$ cat src/rtl/fetch_stall_controller_pkg.sv
// Shared types for the fetch stall controller: state encoding, command bundle.
// Optional statistics counters are enabled with the STALL_STATS_EN macro.
package fetch_stall_controller_pkg;

   typedef enum logic [1:0] {
      ST_FILL  = 2'd0,
      ST_RUN   = 2'd1,
      ST_HOLD  = 2'd2,
      ST_FLUSH = 2'd3
   } fetch_state_e;

   localparam logic [31:0] NOP_WORD = 32'h0000_0000;

   localparam int FLUSH_CNT_W = 3;
   localparam int HOLD_CNT_W  = 8;

   typedef struct packed {
      logic ir_stall;
      logic ir_flush;
      logic pc_enable;
      logic pc_load;
      logic fetch_valid;
   } fetch_cmd_t;

   localparam fetch_cmd_t CMD_RESET = '{
      ir_stall: 1'b1, ir_flush: 1'b1, pc_enable: 1'b0,
      pc_load: 1'b0, fetch_valid: 1'b0};

   localparam fetch_cmd_t CMD_FILL = '{
      ir_stall: 1'b0, ir_flush: 1'b1, pc_enable: 1'b1,
      pc_load: 1'b0, fetch_valid: 1'b0};

   localparam fetch_cmd_t CMD_ADV = '{
      ir_stall: 1'b0, ir_flush: 1'b0, pc_enable: 1'b1,
      pc_load: 1'b0, fetch_valid: 1'b1};

   localparam fetch_cmd_t CMD_HOLD = '{
      ir_stall: 1'b1, ir_flush: 1'b0, pc_enable: 1'b0,
      pc_load: 1'b0, fetch_valid: 1'b0};

   localparam fetch_cmd_t CMD_BRANCH = '{
      ir_stall: 1'b0, ir_flush: 1'b1, pc_enable: 1'b0,
      pc_load: 1'b1, fetch_valid: 1'b0};

   localparam fetch_cmd_t CMD_FLUSH = '{
      ir_stall: 1'b0, ir_flush: 1'b1, pc_enable: 1'b1,
      pc_load: 1'b0, fetch_valid: 1'b0};

   localparam fetch_cmd_t CMD_FLUSH_WAIT = '{
      ir_stall: 1'b0, ir_flush: 1'b1, pc_enable: 1'b0,
      pc_load: 1'b0, fetch_valid: 1'b0};

endpackage

$ cat src/rtl/fetch_stall_controller_if.sv
// Request/command bundle between the fetch controller and the pipeline.
// Statistics ports exist in every build; STALL_STATS_EN decides if they count.
interface fetch_stall_controller_if #(
   parameter int STAT_W = 16
);
   logic              mem_busy;
   logic              data_hazard;
   logic              branch_taken;
   logic              ir_stall;
   logic              ir_flush;
   logic              pc_enable;
   logic              pc_load;
   logic              fetch_valid;
   logic              hang_error;
   logic [STAT_W-1:0] stall_cycles;
   logic [STAT_W-1:0] flush_cycles;

   modport master (
      input  mem_busy, data_hazard, branch_taken,
      output ir_stall, ir_flush, pc_enable, pc_load,
      output fetch_valid, hang_error,
      output stall_cycles, flush_cycles
   );

   modport slave (
      output mem_busy, data_hazard, branch_taken,
      input  ir_stall, ir_flush, pc_enable, pc_load,
      input  fetch_valid, hang_error,
      input  stall_cycles, flush_cycles
   );
endinterface

$ cat src/rtl/fetch_stall_controller_sat_counter.sv
// Saturating up-counter with synchronous clear (clear wins over increment).
// Shared by the hold watchdog and the STALL_STATS_EN statistics counters.
module sat_counter #(
   parameter int           W   = 8,
   parameter logic [W-1:0] MAX = '1
) (
   input  logic         clock,
   input  logic         reset,
   input  logic         inc_i,
   input  logic         clr_i,
   output logic [W-1:0] count_o
);
   logic [W-1:0] cnt_q, cnt_d;

   // Next count: clear, else step until the ceiling.
   always_comb begin
      cnt_d = cnt_q;
      if (clr_i) begin
         cnt_d = '0;
      end else if (inc_i && (cnt_q != MAX)) begin
         cnt_d = cnt_q + W'(1);
      end
   end

   // Count register.
   always_ff @(posedge clock or posedge reset) begin
      if (reset) begin
         cnt_q <= '0;
      end else begin
         cnt_q <= cnt_d;
      end
   end

   assign count_o = cnt_q;
endmodule

$ cat src/rtl/fetch_stall_controller.sv
// Fetch sequencing: merges memory/hazard/branch requests into IR and PC commands.
// Define STALL_STATS_EN to enable the stall/flush statistics counters.
module fetch_stall_controller
   import fetch_stall_controller_pkg::*;
#(
   parameter int BRANCH_PENALTY = 2,
   parameter int HOLD_LIMIT     = 64,
   parameter int STAT_W         = 16
) (
   input logic                      clock,
   input logic                      reset,
   fetch_stall_controller_if.master bus
);
   localparam logic [FLUSH_CNT_W-1:0] FLUSH_LOAD =
      FLUSH_CNT_W'(BRANCH_PENALTY - 1);
   localparam logic [HOLD_CNT_W-1:0] HOLD_MAX =
      HOLD_CNT_W'(HOLD_LIMIT);
   localparam logic [HOLD_CNT_W-1:0] HOLD_TRIP =
      HOLD_CNT_W'(HOLD_LIMIT - 1);
   localparam fetch_state_e BR_NEXT =
      (BRANCH_PENALTY > 1) ? ST_FLUSH : ST_RUN;

   fetch_state_e           state_q, state_d;
   logic [FLUSH_CNT_W-1:0] flush_cnt_q, flush_cnt_d;
   logic [HOLD_CNT_W-1:0]  hold_cnt;
   logic                   hang_q;
   logic                   hang_set;
   logic                   req_hold;
   logic                   stall_evt;
   fetch_cmd_t             cmd;

   assign req_hold = bus.mem_busy | bus.data_hazard;

   // Mealy command and next state; reset forces the reset command at once.
   always_comb begin
      state_d     = state_q;
      flush_cnt_d = flush_cnt_q;
      cmd         = CMD_ADV;
      unique case (state_q)
         ST_FILL: begin
            cmd     = CMD_FILL;
            state_d = ST_RUN;
         end
         ST_RUN, ST_HOLD: begin
            if (bus.branch_taken) begin
               cmd         = CMD_BRANCH;
               state_d     = BR_NEXT;
               flush_cnt_d = FLUSH_LOAD;
            end else if (req_hold) begin
               cmd     = CMD_HOLD;
               state_d = ST_HOLD;
            end else begin
               cmd     = CMD_ADV;
               state_d = ST_RUN;
            end
         end
         ST_FLUSH: begin
            if (bus.branch_taken) begin
               cmd         = CMD_BRANCH;
               state_d     = BR_NEXT;
               flush_cnt_d = FLUSH_LOAD;
            end else if (bus.mem_busy) begin
               cmd = CMD_FLUSH_WAIT;
            end else begin
               cmd         = CMD_FLUSH;
               flush_cnt_d = flush_cnt_q - FLUSH_CNT_W'(1);
               if (flush_cnt_q <= FLUSH_CNT_W'(1)) begin
                  state_d = ST_RUN;
               end
            end
         end
         default: begin
            state_d = ST_FILL;
         end
      endcase
      if (reset) begin
         cmd = CMD_RESET;
      end
   end

   // State and flush countdown registers.
   always_ff @(posedge clock or posedge reset) begin
      if (reset) begin
         state_q     <= ST_FILL;
         flush_cnt_q <= '0;
      end else begin
         state_q     <= state_d;
         flush_cnt_q <= flush_cnt_d;
      end
   end

   // A stall cycle is any cycle the IR is held on request.
   assign stall_evt = cmd.ir_stall & ~reset;

   sat_counter #(
      .W   (HOLD_CNT_W),
      .MAX (HOLD_MAX)
   ) u_hold_cnt (
      .clock   (clock),
      .reset   (reset),
      .inc_i   (stall_evt),
      .clr_i   (~stall_evt),
      .count_o (hold_cnt)
   );

   assign hang_set = stall_evt && (hold_cnt >= HOLD_TRIP);

   // Sticky watchdog flag.
   always_ff @(posedge clock or posedge reset) begin
      if (reset) begin
         hang_q <= 1'b0;
      end else begin
         hang_q <= hang_q | hang_set;
      end
   end

`ifdef STALL_STATS_EN
   logic              flush_evt;
   logic [STAT_W-1:0] stall_stat;
   logic [STAT_W-1:0] flush_stat;

   assign flush_evt = cmd.ir_flush & ~reset;

   sat_counter #(
      .W (STAT_W)
   ) u_stall_stat (
      .clock   (clock),
      .reset   (reset),
      .inc_i   (stall_evt),
      .clr_i   (1'b0),
      .count_o (stall_stat)
   );

   sat_counter #(
      .W (STAT_W)
   ) u_flush_stat (
      .clock   (clock),
      .reset   (reset),
      .inc_i   (flush_evt),
      .clr_i   (1'b0),
      .count_o (flush_stat)
   );

   assign bus.stall_cycles = stall_stat;
   assign bus.flush_cycles = flush_stat;
`else
   assign bus.stall_cycles = STAT_W'(0);
   assign bus.flush_cycles = STAT_W'(0);
`endif

   assign bus.ir_stall    = cmd.ir_stall;
   assign bus.ir_flush    = cmd.ir_flush;
   assign bus.pc_enable   = cmd.pc_enable;
   assign bus.pc_load     = cmd.pc_load;
   assign bus.fetch_valid = cmd.fetch_valid;
   assign bus.hang_error  = hang_q;
endmodule
$ cat src/flat_wrapper.sv
// flat-port wrapper written by rule: the top's interface ports become plain ports
module fetch_stall_controller_flat import fetch_stall_controller_pkg::*;
#(
   parameter int BRANCH_PENALTY = 2,
   parameter int HOLD_LIMIT     = 64,
   parameter int STAT_W         = 16
)
  (clock, reset, bus_mem_busy, bus_data_hazard, bus_branch_taken, bus_ir_stall, bus_ir_flush, bus_pc_enable, bus_pc_load, bus_fetch_valid, bus_hang_error, bus_stall_cycles, bus_flush_cycles);
  fetch_stall_controller_if #(.STAT_W(STAT_W)) bus_i ();
  input logic clock;
  input logic reset;
  input wire logic [$bits(bus_i.mem_busy)-1:0] bus_mem_busy;
  input wire logic [$bits(bus_i.data_hazard)-1:0] bus_data_hazard;
  input wire logic [$bits(bus_i.branch_taken)-1:0] bus_branch_taken;
  output wire logic [$bits(bus_i.ir_stall)-1:0] bus_ir_stall;
  output wire logic [$bits(bus_i.ir_flush)-1:0] bus_ir_flush;
  output wire logic [$bits(bus_i.pc_enable)-1:0] bus_pc_enable;
  output wire logic [$bits(bus_i.pc_load)-1:0] bus_pc_load;
  output wire logic [$bits(bus_i.fetch_valid)-1:0] bus_fetch_valid;
  output wire logic [$bits(bus_i.hang_error)-1:0] bus_hang_error;
  output wire logic [$bits(bus_i.stall_cycles)-1:0] bus_stall_cycles;
  output wire logic [$bits(bus_i.flush_cycles)-1:0] bus_flush_cycles;
  assign bus_i.mem_busy = bus_mem_busy;
  assign bus_i.data_hazard = bus_data_hazard;
  assign bus_i.branch_taken = bus_branch_taken;
  assign bus_ir_stall = bus_i.ir_stall;
  assign bus_ir_flush = bus_i.ir_flush;
  assign bus_pc_enable = bus_i.pc_enable;
  assign bus_pc_load = bus_i.pc_load;
  assign bus_fetch_valid = bus_i.fetch_valid;
  assign bus_hang_error = bus_i.hang_error;
  assign bus_stall_cycles = bus_i.stall_cycles;
  assign bus_flush_cycles = bus_i.flush_cycles;
  fetch_stall_controller #(.BRANCH_PENALTY(BRANCH_PENALTY), .HOLD_LIMIT(HOLD_LIMIT), .STAT_W(STAT_W)) u_core (.clock(clock), .reset(reset), .bus(bus_i));
endmodule
$ cat config.mk
export PLATFORM = sky130hd
export DESIGN_NAME = fetch_stall_controller_flat
export DESIGN_NICKNAME = d
export VERILOG_FILES = /design/src/rtl/fetch_stall_controller_pkg.sv /design/src/rtl/fetch_stall_controller_if.sv /design/src/rtl/fetch_stall_controller_sat_counter.sv /design/src/rtl/fetch_stall_controller.sv /design/src/flat_wrapper.sv
export SDC_FILE = /design/constraint.sdc
export NUM_CORES = 1
export LEC_CHECK = 0
export BUFFER_PORTS_ARGS = -buffer_cell sky130_fd_sc_hd__buf_2
export CORE_MARGIN = 2
export CORE_UTILIZATION = 45
export DETAILED_ROUTE_END_ITERATION = 8
export GPL_TIMING_DRIVEN = 0
export PLACE_DENSITY = 0.8
export SYNTH_ARGS = -nofsm -noshare
export SYNTH_HDL_FRONTEND = slang
export SYNTH_HIERARCHICAL = 1
export SYNTH_SLANG_ARGS = --single-unit
export TNS_END_PERCENT = 10
$ cat constraint.sdc
create_clock -name clock -period 2.35 [get_ports clock]
set_clock_uncertainty 0.15 [all_clocks]
set_input_delay 0.1175 -clock clock [delete_from_list [all_inputs] [get_ports clock]]
set_output_delay 0.1175 -clock clock [all_outputs]
set_load 0.01 [all_outputs]
# Word level (Yosys, flattened, before mapping)
# Cells that the tools add are included.
# Widths: inputs -> output; s select.
totals:
  rom_bits: 0
  out_inout_bits: 38
  ff_bits: 14
  in_bits: 5
  mem_bits_rw: 0
  latchBits: 0
  n_memories: 0
  word_cells: 45
classes:
  n_lt_le_gt_ge: 2
  div: 0
  shift: 0
  n_addsub: 2
  n_mux: 18
  n_reduce_logical: 7
  mul: 0
  bitwise: 4
  eq_ne: 8
op_table:
  columns: ["cell", "count"]
  rows:
  - ["$mux 5", 4]
  - ["$mux 8", 2]
  - ["$pmux 5 s3", 1]
  - ["$mux 3", 4]
  - ["$mux 2", 5]
  - ["$add 8x1->8 const B", 1]
  - ["$ge 8x6->1 const B", 1]
  - ["$ne 8x7->1 const B", 1]
  - ["$pmux 2 s3", 1]
  - ["$pmux 3 s2", 1]
  - ["$eq 2x2->1 const B", 2]
  - ["$ne 2x2->1 const B", 2]
  - ["$le 3x1->1 const B", 1]
  - ["$ne 3x2->1 const B", 1]
  - ["$ne 3x3->1 const B", 1]
  - ["$reduce_and 3->1", 1]
  - ["$sub 3x1->3 const B", 1]
  - ["$eq 2x1->1 const B", 1]
  - ["$logic_and 1x1->1", 2]
  - ["$logic_not 2->1", 1]
  - ["$or 1x1->1", 2]
  - ["$reduce_and 2->1", 1]
  - ["$reduce_bool 2->1", 1]
  - ["$reduce_or 2->1", 1]
  - ["2 further kinds", 2]

# Longest topological paths before layout
# Gate-level depths: netlist (run 1).
logic_depth:
  ltp_word: 9
  ltp_mapped: 9
  depth_no_buf: 8

# Cells and area by module
# The synthesis (run 1) kept the hierarchy.
by_module_without_submodules:
  columns: ["module", "n_inst", "seq_area_each_um2", "cells_per_inst", "area_per_inst_um2"]
  rows:
  - ["fetch_stall_controller", 1, 150.1, 94, 754.5]
  - ["sat_counter", 1, 200.2, 47, 441.7]

# Worst setup path before layout (run 1)
# OpenSTA, ideal clock, no wires.
synth_timing:
  path_type: "reg2reg"
  startpoint: "reg u_core.state_q[0]"
  endpoint: "reg u_core.u_hold_cnt.cnt_q[7] (netlist: u_core/u_hold_cnt/count_o[7])"
  setup_ns: 0.078
  path_stages_with_launch: 7
  arrival_ns: 1.841
  period_less_slack_ns: 2.069
  path_slack_ns: 0.281
  required_time_ns: 2.122
  n_path_buf: 0
  cell_sequence: "dfrtp_1 inv_1 ha_1 nor4_4 nand4_2 or4_1 a21oi_1"
synth_between:
  elab_chain_len: 7
  elab_cells_between_ends: 11
  cone_classes: "4 x eq/ne; 3 x mux; 1 x bitwise; 3 x reduce/logical"
synth_rtl:
  columns: ["item", "line", "text"]
  rows:
  - ["start, declared", "fetch_stall_controller.sv:23", "fetch_state_e state_q, state_d;"]
  - ["start signal, assigned", "fetch_stall_controller.sv:87", "state_q <= state_d;"]
  - ["$eq 2x1->1 or $eq 2x2->1 (tied branches)", "fetch_stall_controller.sv:39", "unique case (state_q)"]
  - ["$reduce_or 2->1", "fetch_stall_controller.sv:39", null]
  - ["$pmux 5 s3 (*)", "fetch_stall_controller.sv:39", null]
  - ["$mux 5 (*)", "fetch_stall_controller.sv:76", "if (reset) begin"]
  - ["$and 1x1->1 (*)", "fetch_stall_controller.sv:93", "assign stall_evt = cmd.ir_stall & ~reset;"]
  - ["net u_core.stall_evt", "fetch_stall_controller.sv:29", "logic stall_evt;"]
  - ["$logic_and 1x1->1", "fetch_stall_controller_sat_counter.sv:20", "end else if (inc_i && (cnt_q != MAX)) begin"]
  - ["$ne 2x2->1 (no source line)", null, null]
  - ["end signal, assigned", "fetch_stall_controller_sat_counter.sv:30", "cnt_q <= cnt_d;"]
  - ["end, declared", "fetch_stall_controller_sat_counter.sv:13", "logic [W-1:0] cnt_q, cnt_d;"]
# The timed path passes the listed nets; every way through them passes the cells marked *.
# A chain may end at the register's enable or synchronous reset.

# Final worst setup path (run 1)
layout_timing:
  startpoint: "reg u_core.state_q[0]"
  endpoint: "reg u_core.u_hold_cnt.cnt_q[0] (netlist: u_core/u_hold_cnt/count_o[0])"
# The elaborated chain is that of the path after synthesis.

==> impl_metrics.csv, run 1 <==
group,metric,value,unit
setup_path,crit_type,"reg -> reg",
setup_path,slowest_stage,"dfrtp_1",
global_routing,grtUsageTotal,0.146,
setup_path,worstPathCellList,"inv_1 > ha_1 > nand2b_4 > nor4_4 > buf_4 > buf_4 > inv_1 > a21oi_2 > mux2_2",
cts,clk_pin_slew,0.09,ns
status,outcome,"complete, no violations",
global_routing,grt_pass1_wl,3.65,mm
synth,yosys.area_share.xor_xnor,0.0146,
die,die-area,3090,sq um
routing,drt_iter0_drc,11,
sta,drv_slew,0,
synth,synth_top_family_by_area,"buffers and inverters",
final_layout,drive_above_1_share,0.328,
synth,synth_top_flop_cell,"dfrtp_1",
sta,period_minus_slack,2.31,ns
final_layout,multi_input_area,671,sq um
placement,dp_hpwl,1.75,mm
power,power.internal,0.000621,W
power,p_leak,0.804,nW
sta,hold_viol,0,
global_routing,grt_max_degree,11,
synth,netlist_area,1200,sq um
setup_path,critPathMaxFanout,3,
die,pin_count,43,
sta,tightest_slew,0.556,ns
die,rows,18,
cts,cts_buffers,3,
routing,wirelength,2.45,mm
cts,clock-sinks,14,
synth,synth-simple-area-share,0.188,
power,pwr-share-comb,0.541,
cts,htree_levels,1,
sta,max_freq,432,MHz
power,p_clk_frac,0.173,
routing,wl_per_cell,11.0,um
die,coreArea,2500,sq um
placement,port_buffers,10,
global_routing,overflow,0,
synth,yosysTopAreaCell,"dfrtp_1",
synth,ys_seq_area_frac,0.293,
synth,synth-seq-cells,14,
sta,fin_tns_setup,0,ns
final_layout,n_fill_cell,205,
setup_path,critPathCaptureType,"flip-flop",
synth,ys_types,39,
global_routing,antenna_found_initial,0,
final_layout,n_antenna_cell,0,
die,dieWidth,55.6,um
setup_path,arrival,2.35,ns
power,power_density,707,nW/um^2
die,start_util,0.478,
routing,vias_per_cell,4.72,
synth,synthTopCellsByCount,"32 x buf_4, 15 x inv_1, 14 x dfrtp_1",
final_layout,area_growth_syn_to_layout,25.6,%
routing,drc,0,
global_routing,grt_pass1_vias,883,
routing,drtAntennaViolNets,0,
power,ir_drop,0.000632,V
final_layout,nets,204,
setup_path,cp_num_buf_inv,4,
flow_run,cap_violations,0,
cts,ctsLongestPathBuffers,2,
cts,cts-root-buf,"clkbuf_4",
routing,firstDrtPassIters,4,
setup_path,start_kind,"flip-flop",
synth,synthMuxAreaShare,0.0272,
min_path,hp-class,"in -> reg",
final_layout,register_area,350,sq um
sta,setup_violations,0,
cts,clk_latency,0.29,ns
synth,synth_edf_count,0,
die,die_y,55.6,um
power,p_sw_frac,0.416,
synth,async_reset_ff_frac,1.00,
sta,hold_ws,0.104,ns
placement,place_congestion,0.843,
synth,synth_adder_area_share,0.0628,
setup_path,cp_top_family,"simple AND/OR/NAND/NOR gates",
cts,cts_tree,"done",
synth,synth-warning-count,6,
synth,synth_top_area_share,0.293,
sta,finalCritPeriodShare,0.984,
power,power_switching,0.000442,W
synth,synth_compound_area_frac,0.152,
setup_path,cpPeakStageDelay,0.38,ns
synth,yosysMostFrequentCell,"buf_4",
power,power_frac_seq,0.286,
sta,worst_slew_margin_rel,0.624,
setup_path,critPathRequiredTime,2.39,ns
synth,syn_avg_cell_area,8.48,sq um
synth,postSynthCellCount,141,
synth,ys_top_cells_by_area,"dfrtp_1 29%, buf_4 20%, ha_1 6.3%",
routing,vias,1048,
-- layer usage --
metal / track usage / share of wire / wire (um)
met1: 0.165 / 0.43 / 1050
met2: 0.269 / 0.48 / 1180
met3: 0.0211 / 0.069 / 169
met4: 0.0627 / 0.018 / 43
met5: 0 / 0 / 0
-- stage by stage --
step	utilization	instances	setup WS, ns	total power [W]	instance area [sq um]
finish	0.601	222	0.0376	0.00106	1500
global route	0.601	222	-0.0375	0.00114	1500
CTS	0.579	217	0.0238	0.000981	1450
detailed placement	0.560	212	0.0382	0.000798	1400
global placement	0.560	212	0.153	0.000775	1400
floorplan	-	172	0.281	0.000691	1310
-- worst reg2reg max path, delay by kind of cell, from the launching register on --
family,cells,cell delay (ns)
adder cells (fa/ha/maj),1,0.33
AO/OA/AOI/OAI,1,0.15
AND/OR/NAND/NOR,2,0.43
multiplexers,1,0.35
flip-flops,1,0.38
buffers and inverters,4,0.40
-- cells in the final DEF (no fill, tap or decap), types with 5 or more instances in the layout --
cell type / count
a21oi_1: 7
buf_2: 12
buf_4: 37
conb_1: 32
dfrtp_1: 14
ha_1: 6
inv_1: 15
nand2_1: 5
nor2_1: 8
o21ai_0: 6
-- timing repair --
item | in CTS | in global routing
setup endpoints to repair | 0 | 2
buffers inserted | 0 | 5
resized for setup | 0 | 4
hold buffers | 1 | 0
endpoints found under the hold margin | 14 | 0
-- path summary, 6_finish.rpt --
| check | from | to | slack (ns) | depth (start not counted) |
|---|---|---|---|---|
| min in group asynchronous | reset | u_core/flush_cnt_q[0] | 0.21 | 3 |
| max in group asynchronous | reset | u_core/u_hold_cnt/count_o[7] | 1.59 | 3 |
| worst min register to register | u_core/bus.hang_error | u_core/bus.hang_error | 0.32 | 1 |
| worst max register to register | u_core/state_q[0] | u_core/u_hold_cnt/count_o[0] | 0.04 | 9 |
| worst min-delay path | bus_data_hazard | u_core/state_q[0] | 0.10 | 4 |
| worst max-delay path | u_core/state_q[0] | u_core/u_hold_cnt/count_o[0] | 0.04 | 9 |
-- power by group through the flow --
| stage | clock network, W | logic, W | registers [W] |
|---|---|---|---|
| 4_1_cts | 0.000184 | 0.000491 | 0.000305 |
| 3_3_place_gp | 0 | 0.000469 | 0.000305 |
| 3_5_place_dp | 0 | 0.000488 | 0.000309 |
| 6_report | 0.000184 | 0.000575 | 0.000304 |
| 5_1_grt | 0.000202 | 0.000626 | 0.000308 |
| 2_1_floorplan | 0 | 0.000389 | 0.000301 |
-- flip-flops by register name, indices dropped and copies added, names as in the netlist --
name,flops
u_core/flush_cnt_q,3
u_core/u_hold_cnt/count_o,8
u_core/bus.hang_error,1
u_core/state_q,2
-- cell families after synthesis --
| kind of cell | Yosys count |
|---|---|
| flops | 14 |
| fa+ha+maj | 6 |
| simple gates | 36 |
| mux | 3 |
| other cells | 1 |
| xor+xnor | 2 |
| compound gates | 29 |
| buf+inv | 50 |
-- cell type report --
class	instances	area share
inverters	15	0.0375
clock buffers	4	0.0241
repair buffers	16	0.0649
plain buffers	35	0.169
well taps	30	0.0250
flip-flops and latches	14	0.233
multi-input cells	108	0.446
Power figures use the tool's default switching activity.
==> run 2: changes to the inputs <==
--- a/config.mk
+++ b/config.mk
@@ -9,8 +9,7 @@
 export CORE_MARGIN = 2
 export CORE_UTILIZATION = 45
 export DETAILED_ROUTE_END_ITERATION = 8
-export GPL_TIMING_DRIVEN = 0
-export PLACE_DENSITY = 0.8
+export PLACE_DENSITY = 0.73
 export SYNTH_ARGS = -nofsm -noshare
 export SYNTH_HDL_FRONTEND = slang
 export SYNTH_HIERARCHICAL = 1
==> run 2 against run 1 <==
  * Clock power shrank 5%
  * Largest cell class unchanged
  * Sequential cell count stayed put
  * Non-clock buffer count fell by 34
  * Cell count is 15% lower
  * Sequential power hardly changed
  * Critical path depth decreased by 2
  * Die area did not move
  * Via count shrank 8.5%
  * Fmax is 2.1% higher
  * Final area is 17% lower
==> impl_metrics.csv, run 2 (same netlist as run 1, synthesis figures left out) <==
group,metric,value,unit
status,outcome,"complete, no violations",
setup_path,crit_type,"reg -> reg",
placement,port_buffers,10,
min_path,hp-class,"in -> reg",
die,start_util,0.478,
setup_path,arrival,2.32,ns
final_layout,drive_above_1_share,0.171,
sta,hold_viol,0,
cts,htree_levels,1,
min_path,hold_depth,2,
setup_path,r2r_slack,0.09,ns
power,power_switching,0.000423,W
placement,dp_hpwl,1.66,mm
placement,place_congestion,0.837,
cts,ctsLongestPathBuffers,2,
routing,drc,0,
setup_path,start_kind,"flip-flop",
cts,cts_tree,"done",
setup_path,cp_num_buf_inv,1,
global_routing,grt_max_degree,13,
routing,top_layer,"met4",
cts,clk_latency,0.28,ns
routing,vias_per_cell,5.10,
placement,placed_cell_area,1150,sq um
final_layout,final_util,0.498,
final_layout,multi_input_area,659,sq um
sta,max_freq,442,MHz
sta,setup_violations,0,
routing,wirelength,2.30,mm
setup_path,cp_top_family,"simple AND/OR/NAND/NOR gates",
global_routing,antenna_found_initial,0,
die,rows,18,
power,p_clk_frac,0.173,
setup_path,cpPeakStageDelay,0.50,ns
final_layout,fin_cells,188,
power,power.internal,0.000589,W
die,dieWidth,55.6,um
setup_path,worstPathCellList,"inv_1 > ha_1 > nand2b_4 > nor4_4 > nand4_2 > or4_1 > a21oi_1",
die,pin_count,43,
routing,wl_met2,1.17,mm
power,power_density,813,nW/um^2
sta,finalCritPeriodShare,0.963,
routing,dr_wl_met3,143,um
cts,cts-root-buf,"clkbuf_4",
cts,clock-sinks,14,
sta,period_minus_slack,2.26,ns
final_layout,mostFrequentLayoutCells,"32 x conb_1, 15 x inv_1, 14 x dfrtp_1",
final_layout,largest_reg_flops,8,
global_routing,grt_pass1_wl,3.59,mm
die,die_y,55.6,um
final_layout,register_area,350,sq um
setup_path,critPathRequiredTime,2.41,ns
final_layout,n_antenna_cell,0,
min_path,min_to,"u_core/flush_cnt_q[1]",
cts,cts_buffers,3,
die,die-area,3090,sq um
setup_path,critPathCaptureType,"flip-flop",
setup_path,r2r_cells,7,
global_routing,grtUsageTotal,0.145,
power,p_sw_frac,0.418,
sta,drv_slew,0,
power,power_frac_seq,0.298,
final_layout,nets,170,
min_path,hold_start,"bus_branch_taken",
power,pwr-share-comb,0.529,
setup_path,critPathMaxFanout,5,
flow_run,cap_violations,0,
routing,wl_per_cell,12.2,um
routing,firstDrtPassIters,4,
routing,vias,959,
final_layout,final_area,1240,sq um
routing,wl_met1,956,um
die,coreArea,2500,sq um
setup_path,rr_startpoint,"u_core/state_q[1]",
global_routing,grt_pass1_vias,809,
sta,fin_tns_setup,0,ns
setup_path,reg2reg_to,"u_core/u_hold_cnt/count_o[7]",
setup_path,slowest_stage,"or4_1",
power,p_total,0.00101,W
final_layout,final_common_cell,"conb_1",
cts,clk_pin_slew,0.09,ns
power,p_leak,0.623,nW
global_routing,overflow,0,
routing,drtAntennaViolNets,0,
final_layout,area_growth_syn_to_layout,4.08,%
final_layout,n_fill_cell,233,
routing,drt_iter0_drc,31,
power,ir_drop,0.000786,V
placement,placed_cells,178,
[run 2: changes by cell type in the layout (fill, tap and decap cells not counted), sizes merged]
cell | before | now
buf | 49 | 16
clkbuf | 5 | 4
[run 2: power by group through the flow]
stage               Sequential, W  Clock [W]  Combinational [W]
floorplan                0.000301          0           0.000389
global placement         0.000306          0           0.000444
detailed placement       0.000308          0           0.000464
CTS                      0.000304   0.000181           0.000470
global route             0.000306   0.000195           0.000592
finish                   0.000301   0.000175           0.000536
[run 2: final cells by class]
type                            count  share of cell area
Inverter                           15              0.0452
Timing Repair Buffer               17              0.0844
Tap cell                           30              0.0302
Clock buffer                        4              0.0291
Multi-Input combinational cell    108               0.530
Sequential cell                    14               0.281
[run 2: worst max-delay path by stage]
stage / startpoint / endpoint / slack, ns / depth (start not counted)
finish: u_core/state_q[1] / u_core/u_hold_cnt/count_o[7] / 0.09 / 7
global route: u_core/state_q[1] / u_core/u_hold_cnt/count_o[6] / -0.02 / 9
CTS: u_core/state_q[0] / u_core/u_hold_cnt/count_o[7] / 0.09 / 7
detailed placement: u_core/state_q[0] / u_core/u_hold_cnt/count_o[7] / 0.12 / 6
global placement: u_core/state_q[0] / u_core/u_hold_cnt/count_o[7] / 0.20 / 6
floorplan: u_core/state_q[0] / u_core/u_hold_cnt/count_o[7] / 0.28 / 6
[run 2: per-layer routing]
metal | up-vias | global-route usage
li1 | 455 | -
met1 | 444 | 0.196
met2 | 54 | 0.223
met3 | 6 | 0.0234
met4 | 0 | 0.0732
met5 | - | 0
[run 2: metrics by stage]
step	worst slack [ns]	hold WS, ns
6_report	0.0861	0.0546
5_1_grt	-0.0168	0.0734
4_1_cts	0.0901	0.0347
3_5_place_dp	0.123	-0.00425
3_3_place_gp	0.203	-0.0114
2_1_floorplan	0.281	-0.225
[run 2: what timing repair did]
| item | 4_1_cts | 5_1_grt |
|---|---|---|
| setup buffers | 0 | 5 |
| endpoints found under the hold margin | 14 | 0 |
| setup endpoints to repair | 0 | 2 |
| hold buffers | 1 | 0 |
| resized for setup | 0 | 1 |
